[config.mk]
export PLATFORM = sky130hd
export DESIGN_NAME = seq_divider
export DESIGN_NICKNAME = d
export VERILOG_FILES = /design/src/rtl/seq_divider.sv
export SDC_FILE = /design/constraint.sdc
export NUM_CORES = 1
export LEC_CHECK = 0
export CORE_MARGIN = 2
export CORE_UTILIZATION = 54
export CTS_BUF_LIST = sky130_fd_sc_hd__clkbuf_8
export CTS_CLUSTER_SIZE = 8
export DETAILED_ROUTE_END_ITERATION = 12
export GPL_TIMING_DRIVEN = 0
export PLACE_DENSITY = 0.87
export SYNTH_ARGS = -nofsm -noshare
export SYNTH_HDL_FRONTEND = slang
export SYNTH_SLANG_ARGS = --single-unit
[constraint.sdc]
create_clock -name clock -period 2.7 [get_ports clock]
set_input_delay 0.54 -clock clock [delete_from_list [all_inputs] [get_ports clock]]
set_output_delay 0.54 -clock clock [all_outputs]
set_load 0.03 [all_outputs]
[src/rtl/seq_divider.sv]
// Sequential restoring divider: one quotient bit per clock, shift-subtract
// datapath driven by a three-state start/done controller.
module seq_divider #(
    parameter int dp_width = 5
) (
    input  logic                clock,
    input  logic                reset_b,
    input  logic                start,
    input  logic [dp_width-1:0] dividend,
    input  logic [dp_width-1:0] divisor,
    output logic                ready,
    output logic                done,
    output logic [dp_width-1:0] quotient,
    output logic [dp_width-1:0] remainder,
    output logic                div_by_zero,
    output logic [1:0]          dbg_state_o
);

    // Handshake: start is sampled only on an edge where ready=1 (S_IDLE); the
    // operands are captured on that same edge. done is a one-cycle pulse in
    // S_DONE. The result registers hold until the next accepted start.

    localparam int PW = $clog2(dp_width + 1);
    localparam logic [PW-1:0] P_INIT = PW'(dp_width);
    localparam logic [PW-1:0] P_ONE  = PW'(1);

    typedef enum logic [1:0] {
        S_IDLE = 2'd0,
        S_RUN  = 2'd1,
        S_DONE = 2'd2
    } state_t;

    state_t              state_q, state_d;
    logic [dp_width:0]   r_q, r_d;
    logic [dp_width-1:0] q_q, q_d;
    logic [dp_width-1:0] b_q, b_d;
    logic [PW-1:0]       p_q, p_d;
    logic [dp_width-1:0] quot_q, quot_d;
    logic [dp_width-1:0] rem_q, rem_d;
    logic                dbz_q, dbz_d;

    logic [2*dp_width:0] rq_shift;
    logic [dp_width:0]   r_shift;
    logic [dp_width+1:0] trial;

    always_ff @(posedge clock or negedge reset_b) begin
        if (!reset_b) begin
            state_q <= S_IDLE;
            r_q     <= '0;
            q_q     <= '0;
            b_q     <= '0;
            p_q     <= '0;
            quot_q  <= '0;
            rem_q   <= '0;
            dbz_q   <= 1'b0;
        end else begin
            state_q <= state_d;
            r_q     <= r_d;
            q_q     <= q_d;
            b_q     <= b_d;
            p_q     <= p_d;
            quot_q  <= quot_d;
            rem_q   <= rem_d;
            dbz_q   <= dbz_d;
        end
    end

    always_comb begin
        state_d  = state_q;
        r_d      = r_q;
        q_d      = q_q;
        b_d      = b_q;
        p_d      = p_q;
        quot_d   = quot_q;
        rem_d    = rem_q;
        dbz_d    = dbz_q;
        rq_shift = {r_q, q_q} << 1;
        r_shift  = rq_shift[2*dp_width:dp_width];
        // Sign bit of the widened trial subtraction decides the quotient bit.
        trial    = {1'b0, r_shift} - {2'b00, b_q};

        case (state_q)
            S_IDLE: begin
                if (start) begin
                    if (divisor != '0) begin
                        r_d     = '0;
                        q_d     = dividend;
                        b_d     = divisor;
                        p_d     = P_INIT;
                        dbz_d   = 1'b0;
                        state_d = S_RUN;
                    end else begin
                        quot_d  = '1;
                        rem_d   = dividend;
                        dbz_d   = 1'b1;
                        state_d = S_DONE;
                    end
                end
            end
            S_RUN: begin
                r_d = trial[dp_width+1] ? r_shift : trial[dp_width:0];
                q_d = {rq_shift[dp_width-1:1], ~trial[dp_width+1]};
                p_d = p_q - P_ONE;
                if (p_q == P_ONE) begin
                    quot_d  = q_d;
                    rem_d   = r_d[dp_width-1:0];
                    state_d = S_DONE;
                end
            end
            S_DONE: begin
                state_d = S_IDLE;
            end
            default: begin
                state_d = S_IDLE;
            end
        endcase
    end

    assign ready       = (state_q == S_IDLE);
    assign done        = (state_q == S_DONE);
    assign quotient    = quot_q;
    assign remainder   = rem_q;
    assign div_by_zero = dbz_q;
    assign dbg_state_o = state_q;

endmodule

Word-level counts from Yosys, hierarchy flattened
Cells that the tools add are included.
{"block": "word_totals", "register_bits": 31, "inputBits": 13, "wordCells": 49}
{"block": "classes", "n_addsub": 2, "eq_ne": 7, "n_mux": 23, "n_bitwise": 1, "reduce_logical": 8}
{"cell": "$mux W5", "n": 11}
{"cell": "$pmux W5 S2", "n": 4}
{"cell": "$sub A6 B5 Y7", "n": 1}
{"cell": "$mux W2", "n": 3}
{"cell": "$mux W3", "n": 2}
{"cell": "$ne A2 B2 Y1 const B", "n": 3}
{"cell": "$pmux W3 S2", "n": 1}
{"cell": "$reduce_and A3 Y1", "n": 2}
{"cell": "$reduce_bool A5 Y1", "n": 1}
{"cell": "$pmux W2 S2", "n": 1}
{"cell": "$reduce_and A2 Y1", "n": 2}
{"cell": "$reduce_and A4 Y1", "n": 1}
{"cell": "$eq A3 B1 Y1 const B", "n": 1}
{"cell": "$sub A3 B1 Y3 const B", "n": 1}
{"cell": "$eq A2 B1 Y1 const B", "n": 1}
{"cell": "$eq A2 B2 Y1 const B", "n": 1}
{"cell": "$logic_not A2 Y1", "n": 1}
{"cell": "$ne A2 B1 Y1 const B", "n": 1}
{"cell": "$reduce_bool A2 Y1", "n": 1}
{"cell": "$mux W1", "n": 1}
{"cell": "$not A1 Y1", "n": 1}

Logic depth before layout (Yosys ltp)
Gate-level depths: netlist of run 1.
{"block": "logic_depth", "depth_word": 4, "ltp_mapped": 9, "depth_no_buf": 9}

Worst setup path after synthesis of run 1
No wires, ideal clock.
{"block": "synth_path", "path_type": "register to register", "start": "register q_q[4]", "end": "register rem_q[4], in the netlist remainder[4]", "t_arrival_ps": 1911, "setup_slack_ps": 712, "stages_incl_launch_ff": 10, "period_less_slack_ps": 1988, "path_cell_list": "dfrtp_1 inv_1 ha_1 inv_1 fa_1 a211oi_2 nor2_1 nor4_1 a21oi_1 a21oi_1"}
{"block": "synth_via", "elab_chain_cells": 4}
{"item": "start: declaration", "line_no": "35", "rtl": "logic [dp_width-1:0] q_q, q_d;"}
{"item": "start signal: assignment", "line_no": "59", "rtl": "q_q <= q_d;"}
{"item": "$sub A6 B5 Y7", "line_no": "80", "rtl": "trial = {1'b0, r_shift} - {2'b00, b_q};"}
{"item": "$mux W5", "line_no": "101", "rtl": "r_d = trial[dp_width+1] ? r_shift : trial[dp_width:0];"}
{"item": "$mux W5", "line_no": "104", "rtl": "if (p_q == P_ONE) begin"}
{"item": "$pmux W5 S2", "line_no": "82", "rtl": "case (state_q)"}
{"item": "end signal: assignment", "line_no": "63", "rtl": "rem_q <= rem_d;"}
{"item": "end: declaration", "line_no": "39", "rtl": "logic [dp_width-1:0] rem_q, rem_d;"}
Every way passes these cells. The select of a mux whose other input is x is not followed.
A chain may end at the register's enable or synchronous reset.

Worst setup path after layout of run 1
Same ends and word-level chain as after synthesis.

==> flow_metrics.tcl, run 1 <==
set metrics [dict create \
    status "completed" \
    synthArstFlopShare 1.000 \
    p_int_uw 1545 \
    cp_slowest_cell "fa_1" \
    netlist_area_mm2 0.001600 \
    io_pins 28 \
    hold_class "primary input to async pin" \
    start_util 0.5753 \
    start_kind "flip-flop" \
    vias 1240 \
    syn_area_per_cell_um2 9.940 \
    clk_latency_ps 280 \
    synth_nets 182 \
    p_clk_frac 0.115 \
    p_seq_frac 0.308 \
    finalWorstSetupSlack_ps 420.1 \
    fin_setup_tns_ps 0 \
    die_w_um 58.44 \
    finalSetupViolations 0 \
    yosys_warnings 0 \
    final_cell_mix "dfrtp_1 (31), clkdlybuf4s50_1 (26), nand2_1 (25)" \
    cp.arrival_ps 2490 \
    place_ws_ps 407.9 \
    critical_path_class "flip-flop to flip-flop" \
    cts.sinks 31 \
    post_dp_cell_area_mm2 0.001909 \
    grt_pass1_wl_um 5609 \
    fillers 222 \
    worst_ir_drop_vdd_mv 1.045 \
    layout-drive-gt1-share 0.1082 \
    synth_edf_count 0 \
    rsz0062_at_grt "false" \
    power_uw 2769 \
    fin_area_mm2 0.001977 \
    grt_max_degree 32 \
    dieArea_mm2 0.003415 \
    required_ps 2910 \
    ys_ff_latch 31 \
    r2r_slack_ps 420 \
    gp_congestion 0.8476 \
    swShare 0.4419 \
    power.switching_uw 1223 \
    critPathMaxFanout 3 \
    r2r-start "q_q[4]" \
    period_share 0.8444 \
    cts_tree "built" \
    antenna_found_initial 0 \
    dp_hpwl_um 2499 \
    ys.flop_type "dfrtp_1" \
    slew_headroom 0.5503 \
    cts.path.max_buffers 2 \
    fmax_ghz 0.4386 \
    worstRegToRegCells 9 \
    wl_per_cell_um 14.60 \
    setup.worst_path.end_class "flip-flop" \
    clk_pin_slew_ps 60 \
    port_buffers 27 \
    routed_wl_um 3285 \
    row_count 19 \
    slew_violations 0 \
    synth.distinct_cells 37 \
    critPathMaxStageDelay_ps 420 \
    placed_cells 219 \
    drc 0 \
    cp_top_family "adder cells" \
    insertedDiodeCount 0 \
    cts_hold_buf 0 \
    synth.area.top_cells "dfrtp_1 (48%), nand2_1 (5.9%), ha_1 (5.5%), nor2_1 (4.2%), a21oi_1 (3.4%)" \
    finalCriticalPeriod_ps 2280 \
    h-tree-depth 2 \
    power.density_mw_per_mm2 1400 \
    fin_skew_ps 4.669 \
    cts_resized 0 \
    ant_nets 0 \
    core_area_mm2 0.002781 \
    combPwrFrac 0.577 \
    synth_top_area_cell "dfrtp_1" \
    fin_cells 225 \
    dr.pass1.iters 4 \
    r2r_end "remainder[4]" \
    syn_inst 161 \
    overflow 0 \
    grtUsageTotal 0.2277 \
    die_h_um 58.44 \
    final_common_cell "dfrtp_1" \
    finalHoldViolations 0 \
    cts_root_buf "clkbuf_8" \
    worstMarginPinSlew_ps 674.6 \
    final_nets 216 \
    vias_per_cell 5.511 \
    seq_area_frac_synth 0.4848 \
    crit_buf_inv 2 \
    cts_buffers 5 \
    grt_pass1_vias 1265 \
    p_leak_uw 0.0009110 \
    cap_violations 0 \
    drt_iter0_drc 33 \
    syn_to_final_growth_pct 23.53 \
    postCtsSetupBuffers 0 \
    crit_path_cell_trace "inv_1, ha_1, inv_1, fa_1, a211oi_2, nor2_1, nor4_1, a21oi_1, a21oi_1" \
    synth_top_area_share 0.4848 \
]
## power by group through the flow
| stage | Clock (uW) | Sequential, uW | Combinational [uW] |
|---|---|---|---|
| after floorplan | 0 | 982 | 1010 |
| after global placement | 0 | 843 | 1540 |
| after detailed placement | 0 | 859 | 1600 |
| after CTS | 327 | 853 | 1610 |
| after global routing | 347 | 885 | 1770 |
| final | 319 | 853 | 1600 |
## worst max-delay path by stage
stage                     startpoint           end  slack, ps  depth (start not counted)
after floorplan               q_q[4]  remainder[4]        710                          9
after global placement    divisor[0]        b_q[3]        490                          5
after detailed placement  divisor[0]        b_q[2]        410                          5
after CTS                     q_q[4]  remainder[4]        400                          9
after global routing          q_q[4]  remainder[4]        240                          9
final                         q_q[4]  remainder[4]        420                          9
## logic make-up (layout without fill, tap and decap cells)
logic type,count (synthesis),count (layout),share of synthesized area
buffers and inverters,17,50,0.05082
flip-flops,31,31,0.4848
XOR/XNOR,2,2,0.01095
adder cells (fa/ha/maj),8,8,0.06724
multiplexers,8,8,0.05317
AO/OA/AOI/OAI,41,41,0.1791
AND/OR/NAND/NOR,54,54,0.1540
## worst reg2reg max path: stages (launching register included)
cell,delay (ps)
dfrtp_1,390
inv_1,70
ha_1,170
inv_1,60
fa_1,420
a211oi_2,320
nor2_1,90
nor4_1,420
a21oi_1,110
a21oi_1,150
## synth_stat cells (all sizes together), types with 3 or more instances
cell / number
dfrtp: 31
nor2b: 3
a21oi: 12
nor2: 18
buf: 5
nand2: 25
mux2: 4
mux2i: 4
o21ai: 11
ha: 7
inv: 11
a21o: 7
## layer usage
metal / share of wire / GRT usage
met1: 0.42 / 0.2544
met2: 0.51 / 0.3965
met3: 0.058 / 0.06813
met4: 0.019 / 0.1063
met5: 0 / 0
## sequential cells by signal (all words and copies together) (netlist names)
register	count
b_q	5
p_q	3
r_q	5
div_by_zero	1
remainder	5
quotient	5
q_q	5
dbg_state_o	2
## through the flow
step / utilization / hold slack, ps
4_1_cts: 0.7126 / 492.2
2_1_floorplan: - / 244.4
3_5_place_dp: 0.6865 / 476.2
5_1_grt: 0.7108 / 346.7
3_3_place_gp: 0.6865 / 469.2
6_report: 0.7108 / 295.9
## cell type report
class | count | area [um2] | share of cell area
buffer | 6 | 40.04 | 0.02025
clock buffer | 5 | 68.82 | 0.03481
clock inverter | 1 | 3.754 | 0.001899
inverter | 11 | 41.29 | 0.02089
multi-input combinational | 113 | 743.2 | 0.3759
sequential | 31 | 775.7 | 0.3924
tap | 31 | 38.79 | 0.01962
timing repair buffer | 27 | 265.3 | 0.1342
(Power assumes the default switching activity.)
==> run 2, diff against run 1 <==
==> constraint.sdc (replaced) <==
create_clock -name clock -period 2.3 [get_ports clock]
set_input_delay 0.46 -clock clock [delete_from_list [all_inputs] [get_ports clock]]
set_output_delay 0.46 -clock clock [all_outputs]
set_load 0.03 [all_outputs]
==> run 2 against run 1 <==
Combinational power grew 20%. Clock-buffer cell count is the same. Total power grew 19%. Sequential power grew 17%. First-iteration DRC count grew 18%. Critical path type unchanged. Critical endpoint unchanged.
==> flow_metrics.tcl, run 2 (synthesized netlist as in run 1, its figures left out) <==
set metrics [dict create \
    syn_to_final_growth_pct 24.32 \
    p_int_uw 1832 \
    period_share 0.9829 \
    grt_pass1_wl_um 5609 \
    overflow 0 \
    h-tree-depth 2 \
    final_common_cell "dfrtp_1" \
    core_area_mm2 0.002781 \
    io_pins 28 \
    antenna_found_initial 0 \
    hold_class "primary input to async pin" \
    slew_headroom 0.5503 \
    p_clk_frac 0.114 \
    worst_ir_drop_vdd_mv 1.233 \
    drc 0 \
    worstMarginPinSlew_ps 674.5 \
    clk_pin_slew_ps 60 \
    postCtsSetupBuffers 0 \
    power.switching_uw 1467 \
    combPwrFrac 0.581 \
    row_count 19 \
    p_leak_uw 0.0009128 \
    cts_buffers 5 \
    required_ps 2470 \
    grtUsageTotal 0.2277 \
    ant_nets 0 \
    status "completed" \
    cts_hold_buf 0 \
    slew_violations 0 \
    finalSetupViolations 0 \
    final_nets 216 \
    wl_met1_um 1363 \
    drt_iter0_drc 39 \
    grt_max_degree 32 \
    cp.arrival_ps 2430 \
    critPathMaxFanout 3 \
    power.density_mw_per_mm2 1658 \
    cts.sinks 31 \
    vias 1232 \
    critical_path_class "flip-flop to flip-flop" \
    cts_tree "built" \
    die_h_um 58.44 \
    routed_wl_um 3324 \
    vias_per_cell 5.476 \
    rsz0062_at_grt "true" \
    cts_root_buf "clkbuf_8" \
    layout-drive-gt1-share 0.1186 \
    finalHoldViolations 0 \
    clk_latency_ps 280 \
    top_layer "met4" \
    fin_skew_ps 5.303 \
    cap_violations 0 \
    die_w_um 58.44 \
    dr_wl_met2_um 1694 \
    gp_congestion 0.8476 \
    grt_pass1_vias 1265 \
    start_util 0.5753 \
    fin_cells 225 \
    fmax_ghz 0.4423 \
    dp_hpwl_um 2499 \
    cts.path.max_buffers 2 \
    swShare 0.4447 \
    start_kind "flip-flop" \
    finalCriticalPeriod_ps 2261 \
    met3_wirelength_um 206 \
    final_cell_mix "dfrtp_1 (31), clkdlybuf4s50_1 (26), nand2_1 (25)" \
    p_seq_frac 0.304 \
    port_buffers 27 \
    insertedDiodeCount 0 \
    placed_cells 219 \
    dr.pass1.iters 4 \
    wl_per_cell_um 14.77 \
    fin_setup_tns_ps 0 \
    setup.worst_path.end_class "flip-flop" \
    dieArea_mm2 0.003415 \
]
run 2: critical path: stages, from the launching register on:
cell	delay, ps
dfrtp_1	400
inv_1	80
ha_1	180
inv_1	60
fa_1	420
a21o_1	180
a2111oi_1	470
nor4_2	100
a21oi_1	180
a21oi_1	80
run 2: metal layers:
layer  global-route usage  vias to the layer above
met2               0.3965                       42
met3              0.06813                        7
li1                     -                      608
met5                    0                        -
met1               0.2544                      575
met4               0.1063                        0
run 2: final cells by class:
type                       count  area, um2
buffer                         6      40.04
clock buffer                   5      68.82
clock inverter                 1      3.754
fill                         222      792.0
inverter                      11      41.29
multi-input combinational    113      755.7
sequential                    31      775.7
tap                           31      38.79
timing repair buffer          27      265.3
run 2: timing repair:
item | CTS | global route
cloned | 0 | 0
setup endpoints to repair | 1 | 3
gates resized for setup | 1 | 2
run 2: path summary, 6_finish.rpt:
| kind | from | end | slack (ps) | cells after the start |
|---|---|---|---|---|
| worst max-delay path | q_q[4] | remainder[4] | 40 | 9 |
| worst min register to register | div_by_zero | div_by_zero | 490 | 2 |
| worst min-delay path | reset_b | q_q[1] | 220 | 1 |
| max in group asynchronous | reset_b | b_q[1] | 1650 | 1 |
| worst max register to register | q_q[4] | remainder[4] | 40 | 9 |
| min in group clock | div_by_zero | div_by_zero | 490 | 2 |
run 2: through the flow:
step           power (uW)  hold slack, ps  utilization  setup WS [ps]  instance area [um2]
2_1_floorplan        2334           164.4            -          311.9                 1600
3_3_place_gp         2795           469.2       0.6865          115.6                 1909
3_5_place_dp         2887           476.2       0.6865          24.60                 1909
4_1_cts              3288           492.2       0.7148          5.625                 1988
5_1_grt              3568           266.7       0.7153         -90.04                 1989
6_report             3299           215.4       0.7153          39.31                 1989
run 2: power by group through the flow:
stage	logic [uW]	clock network [uW]	registers, uW
4_1_cts	1900	384	1000
3_3_place_gp	1810	0	989
3_5_place_dp	1880	0	1010
6_report	1920	378	1000
5_1_grt	2120	407	1040
2_1_floorplan	1180	0	1150
